`src/rtl/i2c_seq_pkg.sv`:
```
// ============================================================================
// i2c_seq_pkg: shared types for the I2C register sequencer. Revision 1.0
// ============================================================================
`default_nettype none

package i2c_seq_pkg;

   typedef enum logic [2:0] {
      ST_IDLE   = 3'd0,
      ST_ADDR_W = 3'd1,
      ST_REG    = 3'd2,
      ST_WDATA  = 3'd3,
      ST_ADDR_R = 3'd4,
      ST_RDATA  = 3'd5,
      ST_DONE   = 3'd6
   } seq_state_e;

   typedef enum logic [1:0] {
      ERR_OK      = 2'b00,
      ERR_NACK    = 2'b01,
      ERR_BUS     = 2'b10,
      ERR_TIMEOUT = 2'b11
   } rsp_err_e;

   typedef logic [1:0] byte_idx_t;

endpackage

`default_nettype wire

```
`src/rtl/i2c_seq_timeout.sv`:
```
// ============================================================================
// i2c_seq_timeout: per-byte watchdog, flags expiry at TIMEOUT_CYCLES-1. Revision 1.0
// ============================================================================
`default_nettype none

module i2c_seq_timeout #(
   parameter int unsigned TIMEOUT_CYCLES = 4800000
) (
   input  logic clk_in,
   input  logic reset_n,
   input  logic clear,
   input  logic tick,
   output logic expired
);

   localparam int unsigned CNT_W = (TIMEOUT_CYCLES > 1) ? $clog2(TIMEOUT_CYCLES) : 1;
   localparam logic [CNT_W-1:0] LIMIT = CNT_W'(TIMEOUT_CYCLES - 1);

   logic [CNT_W-1:0] cnt_q;
   logic [CNT_W-1:0] cnt_d;

   assign expired = (cnt_q == LIMIT);

   // Saturate at the limit so expiry stays visible until the sequencer reacts.
   always_comb begin
      cnt_d = cnt_q;
      if (clear) begin
         cnt_d = '0;
      end else if (tick && !expired) begin
         cnt_d = cnt_q + CNT_W'(1);
      end
   end

   always_ff @(posedge clk_in or negedge reset_n) begin
      if (!reset_n) begin
         cnt_q <= '0;
      end else begin
         cnt_q <= cnt_d;
      end
   end

endmodule

`default_nettype wire

```
`src/rtl/i2c_reg_sequencer.sv`:
```
// ============================================================================
// i2c_reg_sequencer: register read/write sequencer driving a byte-level I2C master. Revision 1.0
// ============================================================================
`default_nettype none

module i2c_reg_sequencer
   import i2c_seq_pkg::*;
#(
   parameter int unsigned TIMEOUT_CYCLES = 4800000
) (
   input  logic        clk_in,
   input  logic        reset_n,
   input  logic        req_valid,
   output logic        req_ready,
   input  logic        req_write,
   input  logic [6:0]  req_dev_addr,
   input  logic [7:0]  req_reg_addr,
   input  logic [7:0]  req_wr_data,
   input  logic [1:0]  req_rd_len,
   output logic        rsp_valid,
   output logic [1:0]  rsp_err,
   output logic [31:0] rsp_rd_data,
   input  logic        i2c_transfer_ready,
   input  logic        i2c_interrupt,
   input  logic        i2c_transaction_complete,
   input  logic        i2c_nack,
   input  logic        i2c_start_err,
   input  logic        i2c_arbitration_err,
   input  logic [7:0]  i2c_data_rx,
   output logic        i2c_transfer_start,
   output logic        i2c_transfer_continues,
   output logic        i2c_mode,
   output logic [7:0]  i2c_data_tx
);

   seq_state_e  state_q, state_d;
   rsp_err_e    err_q, err_d;
   logic        write_q, write_d;
   logic [6:0]  dev_q, dev_d;
   logic [7:0]  reg_q, reg_d;
   logic [7:0]  wdata_q, wdata_d;
   logic [1:0]  rd_len_q, rd_len_d;
   byte_idx_t   idx_q, idx_d;
   logic [31:0] rd_data_q, rd_data_d;
   logic        armed_q, armed_d;

   logic byte_done;
   logic bus_err;
   logic busy;
   logic last_byte;
   logic to_clear;
   logic to_tick;
   logic to_expired;

   assign byte_done = i2c_interrupt && i2c_transaction_complete;
   assign bus_err   = i2c_start_err || i2c_arbitration_err;
   assign busy      = (state_q != ST_IDLE) && (state_q != ST_DONE);
   assign last_byte = (idx_q == rd_len_q);
   assign to_clear  = byte_done || (state_d != state_q);
   assign to_tick   = busy;

   i2c_seq_timeout #(
      .TIMEOUT_CYCLES(TIMEOUT_CYCLES)
   ) u_timeout (
      .clk_in (clk_in),
      .reset_n(reset_n),
      .clear  (to_clear),
      .tick   (to_tick),
      .expired(to_expired)
   );

   always_comb begin
      state_d   = state_q;
      err_d     = err_q;
      write_d   = write_q;
      dev_d     = dev_q;
      reg_d     = reg_q;
      wdata_d   = wdata_q;
      rd_len_d  = rd_len_q;
      idx_d     = idx_q;
      rd_data_d = rd_data_q;

      unique case (state_q)
         ST_IDLE: begin
            if (req_valid) begin
               state_d   = ST_ADDR_W;
               write_d   = req_write;
               dev_d     = req_dev_addr;
               reg_d     = req_reg_addr;
               wdata_d   = req_wr_data;
               rd_len_d  = req_rd_len;
               idx_d     = '0;
               err_d     = ERR_OK;
               rd_data_d = '0;
            end
         end
         ST_ADDR_W: if (byte_done) state_d = ST_REG;
         ST_REG:    if (byte_done) state_d = write_q ? ST_WDATA : ST_ADDR_R;
         ST_WDATA: begin
            if (byte_done) begin
               state_d = ST_DONE;
               err_d   = ERR_OK;
            end
         end
         ST_ADDR_R: if (byte_done) state_d = ST_RDATA;
         ST_RDATA: begin
            // The master NACKs the final read byte itself, so nack is not an error here.
            if (byte_done) begin
               rd_data_d[{idx_q, 3'b000} +: 8] = i2c_data_rx;
               if (last_byte) begin
                  state_d = ST_DONE;
                  err_d   = ERR_OK;
               end else begin
                  idx_d = idx_q + 2'd1;
               end
            end
         end
         ST_DONE: state_d = ST_IDLE;
         default: state_d = ST_IDLE;
      endcase

      if (busy) begin
         if (bus_err) begin
            state_d = ST_DONE;
            err_d   = ERR_BUS;
         end else if (byte_done && i2c_nack && (state_q != ST_RDATA)) begin
            state_d = ST_DONE;
            err_d   = ERR_NACK;
         end else if (!byte_done && to_expired) begin
            state_d = ST_DONE;
            err_d   = ERR_TIMEOUT;
         end
      end

      // Keep start asserted once the master has signalled ready for the address byte.
      armed_d = (state_q == ST_ADDR_W) && (state_d == ST_ADDR_W) &&
                (armed_q || i2c_transfer_ready);
   end

   always_comb begin
      i2c_transfer_start     = 1'b0;
      i2c_transfer_continues = 1'b0;
      i2c_mode               = 1'b0;
      i2c_data_tx            = 8'h00;
      unique case (state_q)
         ST_ADDR_W: begin
            i2c_transfer_start     = i2c_transfer_ready || armed_q;
            i2c_transfer_continues = 1'b1;
            i2c_data_tx            = {dev_q, 1'b0};
         end
         ST_REG: begin
            i2c_transfer_continues = write_q;
            i2c_data_tx            = reg_q;
         end
         ST_WDATA: begin
            i2c_data_tx = wdata_q;
         end
         ST_ADDR_R: begin
            i2c_transfer_start     = 1'b1;
            i2c_transfer_continues = 1'b1;
            i2c_data_tx            = {dev_q, 1'b1};
         end
         ST_RDATA: begin
            i2c_mode               = 1'b1;
            i2c_transfer_continues = !last_byte;
         end
         default: begin
         end
      endcase
   end

   assign req_ready   = (state_q == ST_IDLE);
   assign rsp_valid   = (state_q == ST_DONE);
   assign rsp_err     = err_q;
   assign rsp_rd_data = rd_data_q;

   always_ff @(posedge clk_in or negedge reset_n) begin
      if (!reset_n) begin
         state_q   <= ST_IDLE;
         err_q     <= ERR_OK;
         write_q   <= 1'b0;
         dev_q     <= '0;
         reg_q     <= '0;
         wdata_q   <= '0;
         rd_len_q  <= '0;
         idx_q     <= '0;
         rd_data_q <= '0;
         armed_q   <= 1'b0;
      end else begin
         state_q   <= state_d;
         err_q     <= err_d;
         write_q   <= write_d;
         dev_q     <= dev_d;
         reg_q     <= reg_d;
         wdata_q   <= wdata_d;
         rd_len_q  <= rd_len_d;
         idx_q     <= idx_d;
         rd_data_q <= rd_data_d;
         armed_q   <= armed_d;
      end
   end

endmodule

`default_nettype wire

```
`config.mk`:
```
export PLATFORM = sky130hd
export DESIGN_NAME = i2c_reg_sequencer
export DESIGN_NICKNAME = d
export VERILOG_FILES = /design/src/rtl/i2c_seq_pkg.sv /design/src/rtl/i2c_seq_timeout.sv /design/src/rtl/i2c_reg_sequencer.sv
export SDC_FILE = /design/constraint.sdc
export NUM_CORES = 1
export LEC_CHECK = 0
export ABC_AREA = 1
export CORE_MARGIN = 2
export CORE_UTILIZATION = 25
export CTS_BUF_LIST = sky130_fd_sc_hd__clkbuf_8 sky130_fd_sc_hd__clkbuf_16
export CTS_CLUSTER_SIZE = 16
export DETAILED_ROUTE_END_ITERATION = 10
export GPL_TIMING_DRIVEN = 0
export SLEW_MARGIN = 10
export SYNTH_ARGS = -nofsm -noshare
export SYNTH_HDL_FRONTEND = slang
export SYNTH_HIERARCHICAL = 1
export SYNTH_SLANG_ARGS = --single-unit
```
`constraint.sdc`:
```
create_clock -name clk_in -period 2.8 [get_ports clk_in]
set_input_delay 0.42 -clock clk_in [delete_from_list [all_inputs] [get_ports clk_in]]
set_output_delay 0.42 -clock clk_in [all_outputs]
set_load 0.05 [all_outputs]
```
==> results of run 1 <==
worst register-to-register path, stage by stage, from the launching register on:
cell and delay [ns]:
sky130_fd_sc_hd__dfrtp_1 0.43, sky130_fd_sc_hd__ha_4 0.19, sky130_fd_sc_hd__nand3_2 0.14, sky130_fd_sc_hd__nor2_4 0.21, sky130_fd_sc_hd__nand3_4 0.13, sky130_fd_sc_hd__inv_1 0.10
sky130_fd_sc_hd__nand2_1 0.05, sky130_fd_sc_hd__nand2_1 0.13, sky130_fd_sc_hd__nand2_4 0.08, sky130_fd_sc_hd__nand2_4 0.07, sky130_fd_sc_hd__nor2_2 0.05, sky130_fd_sc_hd__nand2_1 0.05
sky130_fd_sc_hd__nand2_1 0.06, sky130_fd_sc_hd__nor2_2 0.12, sky130_fd_sc_hd__nand3_4 0.11, sky130_fd_sc_hd__inv_4 0.12, sky130_fd_sc_hd__nand2_4 0.08, sky130_fd_sc_hd__inv_6 0.09
sky130_fd_sc_hd__buf_12 0.13, sky130_fd_sc_hd__nand2_2 0.05, sky130_fd_sc_hd__nand2_1 0.06
registers in the layout, summed over array words and instances (netlist names):
| register | flops |
|---|---|
| reg_q | 8 |
| rsp_rd_data | 32 |
| u_timeout/cnt_q | 23 |
| armed_q | 1 |
| state_q | 3 |
| write_q | 1 |
| rd_len_q | 2 |
| idx_q | 2 |
| rsp_err | 2 |
| wdata_q | 8 |
| dev_q | 7 |
worst paths after layout:
check                                       to          startpoint  depth (start not counted)
setup / recovery                i2c_data_tx[1]          state_q[0]                          9
hold / removal                 rsp_rd_data[18]             reset_n                          1
setup reg to reg           u_timeout/cnt_q[21]  u_timeout/cnt_q[1]                         20
hold reg to reg                     wdata_q[2]          wdata_q[2]                          2
max in group asynchronous             reg_q[2]             reset_n                          2
min in group clk_in                 wdata_q[2]          wdata_q[2]                          2
cells in the mapped netlist (all sizes together):
| cell type | n |
|---|---|
| o21ai | 33 |
| o22ai | 2 |
| nand2 | 258 |
| clkbuf | 5 |
| nand4 | 21 |
| o21bai | 1 |
| nor3 | 3 |
| a21oi | 4 |
| a221o | 1 |
| ha | 5 |
| o211ai | 1 |
| o21a | 1 |
| nand3b | 1 |
| xor2 | 11 |
| dfrtp | 89 |
| a21boi | 1 |
| or2 | 2 |
| inv | 56 |
| and2 | 1 |
| buf | 14 |
| o31ai | 4 |
| nand3 | 46 |
| o41ai | 12 |
| nor2 | 62 |
power groups by stage:
stage          combinational (mW)  sequential [mW]  clock (mW)
3_3_place_gp                 2.44             1.68           0
6_report                     2.44             1.66        1.30
4_1_cts                      2.47             1.66        1.35
2_1_floorplan                1.66             1.72           0
5_1_grt                      2.67             1.69        1.39
3_5_place_dp                 2.46             1.68           0
logic make-up after synthesis:
group,count (synthesis),share of synthesized area
flops,89,0.451
buf+inv,75,0.0730
fa+ha+maj,5,0.0127
xor+xnor,11,0.0195
compound gates,60,0.0814
simple gates,394,0.362
metrics by stage:
step / worst slack [ns] / utilization / instances
floorplan: 0.165 / - / 634
global placement: -2.32 / 0.317 / 988
detailed placement: -0.686 / 0.319 / 989
CTS: 0.00114 / 0.337 / 1004
global route: 0.0165 / 0.337 / 1008
finish: 0.167 / 0.337 / 1008
timing repair:
item	CTS	global route
buffers inserted	0	4
gates cloned	0	0
resized for setup	31	12
pin swaps	1	2
endpoints found under the setup margin	33	29
area by class of cell:
cell class | count | area (µm²)
Buffer | 18 | 145
Clock buffer | 10 | 239
Clock inverter | 6 | 81.3
Fill cell | 2076 | 12900
Inverter | 56 | 218
Multi-Input combinational cell | 470 | 2380
Sequential cell | 89 | 2230
Tap cell | 265 | 332
Timing Repair Buffer | 94 | 911
metal layers:
metal,vias up,part of all wire
li1,2266,-
met1,2066,0.49
met2,78,0.46
met3,13,0.040
met4,0,0.016
met5,-,0
==> run summary, run 1 <==
Setup violations remaining at the end of the flow were counted as 0. The proportion of power drawn by combinational gates is 0.452, and the number of buffers inserted by port buffering is 89. The tools report the part of the total power dissipated in sequential elements as 0.307.

The tools report the all-layer global routing usage as 0.131. The smallest clock period supported by the final layout is computed as 2.63 ns. The global routing stage identified its most utilized layer as met2. The detail route stage leaves a number of antenna-violating nets equal to 0. The switching share of power was 0.447. Area share of the leading cell type in the synthesized netlist: 0.451.

Total congestion overflow: 0. The logs give 42 for the number of distinct library cells after synthesis and 0.0106 ns for the post-route clock skew. Routed wire length per instance: 13.0 µm.

The slew of the pin with the lowest slew margin was 0.578 ns. The clock net in this run drives a total of 89 sinks. The logs give 0.380 GHz for the upper clock frequency limit and 0.35 ns for the clock insertion delay at the later pin of the skew report. Power comes to 5.41 mW. From bottom edge to top edge, the die measures 145 µm. The type of the setup path with the least slack was register to output pin. In this run, synthesis produced a sequential element count of 89. Internal power comes to 2.99 mW. Buffers inserted during clock tree synthesis total 9. The cell count after synthesis came out at 634.

Yosys printed 6 warnings. The floorplan has 51 rows. The placed instance area was 6180 µm².

Type of the worst min-delay path: input port to asynchronous set/reset pin. The first-iteration detailed-routing DRC count is 281. The share of cells above drive strength 1 came out at 0.118. The congestion estimate from routability-driven global placement came to 0.874. The final-report max-slew violation count is 0. The signal on the critical path passes through inv_2, buf_6, nand2_2, nor2_1, or2_1, buf_2, nand2_1, nand3_1, clkdlybuf4s15_2. A synthesized cell averages 7.79 µm².

For the final cell area excluding filler cells, the log shows 6540 µm². The minimum setup slack among reg-to-reg paths was 0.26 ns. The tools report the area of the die as 20900 µm². For the total net switching power, the log shows 2.42 mW. Leading cell type in the layout, fill and taps excluded: sky130_fd_sc_hd__nand2_1.

The largest individual stage delay along the critical path comes from the cell sky130_fd_sc_hd__dfrtp_1. 90 I/O pins were placed. By area the synthesized netlist is led by sky130_fd_sc_hd__dfrtp_1, sky130_fd_sc_hd__nand2_1, sky130_fd_sc_hd__nor2_1. The library cells used most frequently in the layout, excluding fill and tap cells, are sky130_fd_sc_hd__nand2_1, sky130_fd_sc_hd__dfrtp_1, sky130_fd_sc_hd__clkdlybuf4s50_1, sky130_fd_sc_hd__nor2_1, sky130_fd_sc_hd__inv_1.

Initial core utilization: 0.254. For this design the ratio of total power to cell area is 827 nW/µm². The run gives 0.212 as the met2 track demand over resource. The number of nets in the synthesized netlist is 682. Setup repair after global routing left no endpoint under its margin. For this run, the detailed router's first-pass iteration total came to 4.

The largest net degree at the start of global routing came out at 52. The mapped netlist covers 4940 µm². The run gives 0 as the total count of hold-check failures in the final report.

The kind of capture point of the worst setup path is an output pin. Of all nets on the critical path, the largest fanout is 10. The met3 demand-to-capacity share in global routing was 0.0242. The flow ran to the end, and the final reports show no timing, DRC or antenna violations. The proportion of synthesized chip area in sequential cells was 0.451. The worst endpoint data arrival time was 2.21 ns; the die boundary width was 145 µm.

The run gives 786 as the final layout net count. The biggest area contributor in the post-synthesis netlist is sky130_fd_sc_hd__dfrtp_1. Compared with the post-synthesis result, the final layout area differs by 32.4%. The routed layout has 4423 vias. The portion of the clock cycle consumed by the worst path in the final layout was 0.940. At the worst endpoint, the required time is 2.38 ns. The number of design rule violations left after detail routing was 0; the count of inserted antenna diode cells was 0. The run gives 3 as the count of H-tree levels built during CTS. The floorplan step defined a core boundary enclosing 19400 µm². The buffering stage count on the worst path with inverters included came out at 4. The delay of the slowest cell on the worst path works out to 0.44 ns.

The minimum hold slack was 0.0648 ns; the sum of negative setup slack was 0 ns. The worst max-slew margin expressed relative to the limit was 0.614; the relative contribution of the clock network to total power was 0.241. The post-DP HPWL is 9700 µm.

For this design the static power due to leakage is 3.02 nW. No sink is reached through more buffers than the 2 on the longest clock path. Using the TritonRoute via totals, the vias-per-cell ratio works out to 4.39.

STA classifies the critical path startpoint as a register. For the met1 usage in global routing, the log shows 0.175. On the critical path the largest part of the delay comes from buffers and inverters.

The first global-routing pass estimated 21400 µm of wire. TritonCTS built the clock tree. The tools report the number of hold buffers added after CTS as 0. The tools report the root buffer cell as sky130_fd_sc_hd__clkbuf_16. After clock tree synthesis, the clock-pin slew on the worst setup and hold paths is 0.07 ns. The number of antenna violations at the first check in global routing is 0. The wire length after detailed routing came out at 13100 µm. Across the run, the number of max-cap violations was 0. The number of global-route vias before repair was 4261. Across the VDD grid, the largest voltage drop is 0.000382 V.
Power figures use the tool's default switching activity.
==> run 2, diff against run 1 <==
Settings changed: CORE_MARGIN 2 to default.
==> run summary, run 2 (synthesis results as in run 1) <==
The run finished with clean final reports. The area of the die was 20300 µm² (was 20900 µm²); the max-capacitance violation count was 0 (unchanged). The topmost layer with routed signal wires was met4 (unchanged). For the count of H-tree levels built during CTS, the log shows 3 (unchanged). The number of global-route vias before repair came out at 4170 (was 4261). The peak ir drop on the vdd network came out at 0.000373 V (was 0.000382 V). Core area: 19400 µm² (unchanged).

The run gives 52 (unchanged) as the largest net degree at the start of global routing. The tools report the number of optimization iterations in the first detailed-route pass as 5 (was 4). The number of flip-flops under the largest register name is 32 (unchanged). For the all-layer global routing usage, the log shows 0.135 (was 0.131). The run gives 0.0679 ns (was 0.0648 ns) as the minimum hold slack. The tools report the kind of capture point of the worst setup path as an output pin (unchanged). The minimum setup slack among reg-to-reg paths was 0.22 ns (was 0.26 ns). The leading cell type in the layout, fill and taps excluded was sky130_fd_sc_hd__nand2_1 (unchanged).

Slowest cell on the critical path: sky130_fd_sc_hd__dfrtp_1 (unchanged). Number of antenna violations at the first check in global routing: 0 (unchanged). The power per cell area is 824 nW/µm² (was 827 nW/µm²), and the upper clock frequency limit is 0.381 GHz (was 0.380 GHz). Wire length after detailed routing: 13000 µm (was 13100 µm). The die height works out to 143 µm (was 145 µm).

The leakage power summed over all cells was 3.03 nW (was 3.02 nW); the portion of the clock cycle consumed by the worst path in the final layout was 0.937 (was 0.940). Setup repair after global routing left no endpoint under its margin. The clock insertion delay at the later pin of the skew report is 0.35 ns (about the same), and the post-detailed-route count of antenna-violating nets is 0 (unchanged). The top-level port count is 90 (unchanged), and the minimum period implied by the final worst setup slack is 2.62 ns (was 2.63 ns). The share of the core filled with cells was 0.336 (was 0.337). The kind of cell adding the most delay to the critical path is buffers and inverters (unchanged).

Worst-case clock buffer depth: 2 (unchanged). The total congestion overflow came out at 0 (unchanged). The tools report the number of core rows as 51 (unchanged). The start point of the critical path was state_q[0] (unchanged).

The delay of the slowest cell on the worst path was 0.46 ns (was 0.44 ns); the slew of the pin with the lowest slew margin was 0.576 ns (was 0.578 ns). The sum of negative setup slack came out at 0 ns (unchanged). For the worst max-slew margin expressed relative to the limit, the log shows 0.616 (was 0.614). Leading cell types in the layout, fill and taps excluded: sky130_fd_sc_hd__nand2_1, sky130_fd_sc_hd__dfrtp_1, sky130_fd_sc_hd__clkdlybuf4s50_1, sky130_fd_sc_hd__nor2_1, sky130_fd_sc_hd__inv_1 (unchanged). The die boundary width was 143 µm (was 145 µm).

The tools report the capturing point of the worst reg2reg path as u_timeout/cnt_q[6] (was u_timeout/cnt_q[21]). The required time of the worst setup path was 2.38 ns (about the same). The buffering stage count on the worst path with inverters included is 4 (unchanged), and the routed wire length per instance is 12.9 µm (was 13.0 µm). Routed via count: 4463 (was 4423). The tools report the number of design rule violations left after detail routing as 0 (unchanged). The type of the worst min-delay path was input port to asynchronous set/reset pin (unchanged). The tools report the total count of hold-check failures in the final report as 0 (unchanged).

The final weighted congestion of routability-driven global placement is 0.865 (was 0.874). Share of cells above drive strength 1: 0.120 (was 0.118). The mean number of vias per cell works out to 4.42 (was 4.39). The post-route clock skew is 0.00896 ns (was 0.0106 ns).

The kind of launch point of the worst setup path is a register (unchanged). Type of the setup path with the least slack: register to output pin (unchanged). The run gives 626 µm (was 528 µm) as the total met3 wirelength after detailed routing.

The clock input transition at the sequential cells of the worst setup and hold paths was 0.07 ns (about the same). The run gives 787 (was 786) as the final layout net count. The biggest fanout along the worst timing path was 10 (unchanged); the wire length on met2 was 5880 µm (was 6020 µm).

The final-report max-slew violation count was 0 (unchanged); the CTS buffer count was 9 (unchanged). The sink count of the clock tree is 89 (unchanged), and the met1 routed wirelength after detailed routing is 6280 µm (was 6400 µm). TritonCTS built the clock tree.

The path depth of the worst reg2reg path was 20 (unchanged); the final number of setup-violating endpoints was 0 (unchanged). Worst endpoint data arrival time: 2.20 ns (was 2.21 ns). The number of buffers inserted by port buffering is 89 (unchanged), and the post-DP HPWL is 9610 µm (was 9700 µm). The count of inserted antenna diode cells was 0 (unchanged); the initial core utilization was 0.254 (unchanged). The tools report the root buffer cell as sky130_fd_sc_hd__clkbuf_16 (unchanged).

First-iteration detailed-routing DRC count: 251 (was 281). The tools report the origin of the critical flop-to-flop path as u_timeout/cnt_q[0] (was u_timeout/cnt_q[1]). Cell chain of the critical path: inv_2, buf_6, nor3_1, or2_1, buf_2, nand2_1, nand3_1, clkdlybuf4s18_2 (was inv_2, buf_6, nand2_2, nor2_1, or2_1, buf_2, nand2_1, nand3_1, clkdlybuf4s15_2). The run gives 21200 µm (was 21400 µm) as the global-route wire length before repair.

Area added between synthesis and finish: 32.1% (was 32.4%).
==> run 2: metrics by stage <==
stage / instances / total power, mW / setup WS [ns] / instance area, µm²
5_1_grt: 1009 / 5.70 / 0.000645 / 6520
3_5_place_dp: 989 / 4.12 / -0.609 / 6180
3_3_place_gp: 988 / 4.12 / -2.38 / 6160
4_1_cts: 1004 / 5.42 / 0.00218 / 6520
6_report: 1009 / 5.38 / 0.176 / 6520
2_1_floorplan: 634 / 3.38 / 0.165 / 4940
==> run 2: worst max path at each step <==
stage,end,slack [ns],cells past startpoint
2_1_floorplan,u_timeout/cnt_q[10],0.17,19
3_3_place_gp,wdata_q[3],-2.38,1
3_5_place_dp,u_timeout/cnt_q[10],-0.61,17
4_1_cts,u_timeout/cnt_q[9],0.002,20
5_1_grt,i2c_data_tx[3],0.0006,9
6_report,i2c_data_tx[3],0.18,8
==> run 2: worst reg2reg max path: stages (launching register included) <==
cell and delay, ns:
sky130_fd_sc_hd__dfrtp_2 0.41, sky130_fd_sc_hd__ha_2 0.25, sky130_fd_sc_hd__nand3_2 0.15, sky130_fd_sc_hd__nor2_4 0.18, sky130_fd_sc_hd__nand3_4 0.13, sky130_fd_sc_hd__inv_1 0.10, sky130_fd_sc_hd__nand2_1 0.05, sky130_fd_sc_hd__nand2_1 0.13
sky130_fd_sc_hd__nand2_4 0.08, sky130_fd_sc_hd__nand2_4 0.08, sky130_fd_sc_hd__nor2_2 0.05, sky130_fd_sc_hd__nand2_1 0.05, sky130_fd_sc_hd__nand2_1 0.07, sky130_fd_sc_hd__nor2_2 0.13, sky130_fd_sc_hd__nand3_4 0.12, sky130_fd_sc_hd__inv_4 0.12
sky130_fd_sc_hd__nand2_4 0.08, sky130_fd_sc_hd__inv_6 0.10, sky130_fd_sc_hd__buf_12 0.13, sky130_fd_sc_hd__nand2_1 0.06, sky130_fd_sc_hd__nand2_1 0.06
==> run 2: where the power goes <==
part / switching, mW / internal (mW)
clock: 0.567 / 0.712
combinational: 1.69 / 0.742
sequential: 0.149 / 1.51
==> run 2: routing by layer <==
metal | up-vias | global-route usage
met1 | 2082 | 0.184
met5 | - | 0
met3 | 12 | 0.0232
met4 | 0 | 0.0555
met2 | 104 | 0.211
li1 | 2265 | -
==> run 2: area by class of cell <==
| cell class | instances | area (µm²) |
|---|---|---|
| Fill cell | 2093 | 12900 |
| Multi-Input combinational cell | 470 | 2370 |
| Tap cell | 265 | 332 |
| Inverter | 56 | 218 |
| Clock inverter | 7 | 88.8 |
| Buffer | 18 | 145 |
| Sequential cell | 89 | 2230 |
| Clock buffer | 9 | 225 |
| Timing Repair Buffer | 95 | 917 |
==> run 2: repair_timing <==
action | 4_1_cts | 5_1_grt
setup buffers | 0 | 5
hold buffers | 0 | 0
pin swaps | 0 | 2
gates resized for setup | 32 | 14
setup endpoints to repair | 33 | 32
==> run 3, diff against run 2 <==
Settings changed: CORE_MARGIN from default to 2.
==> results of run 3 <==
No change in the layout: final DEF, timing and power equal those of run 1.
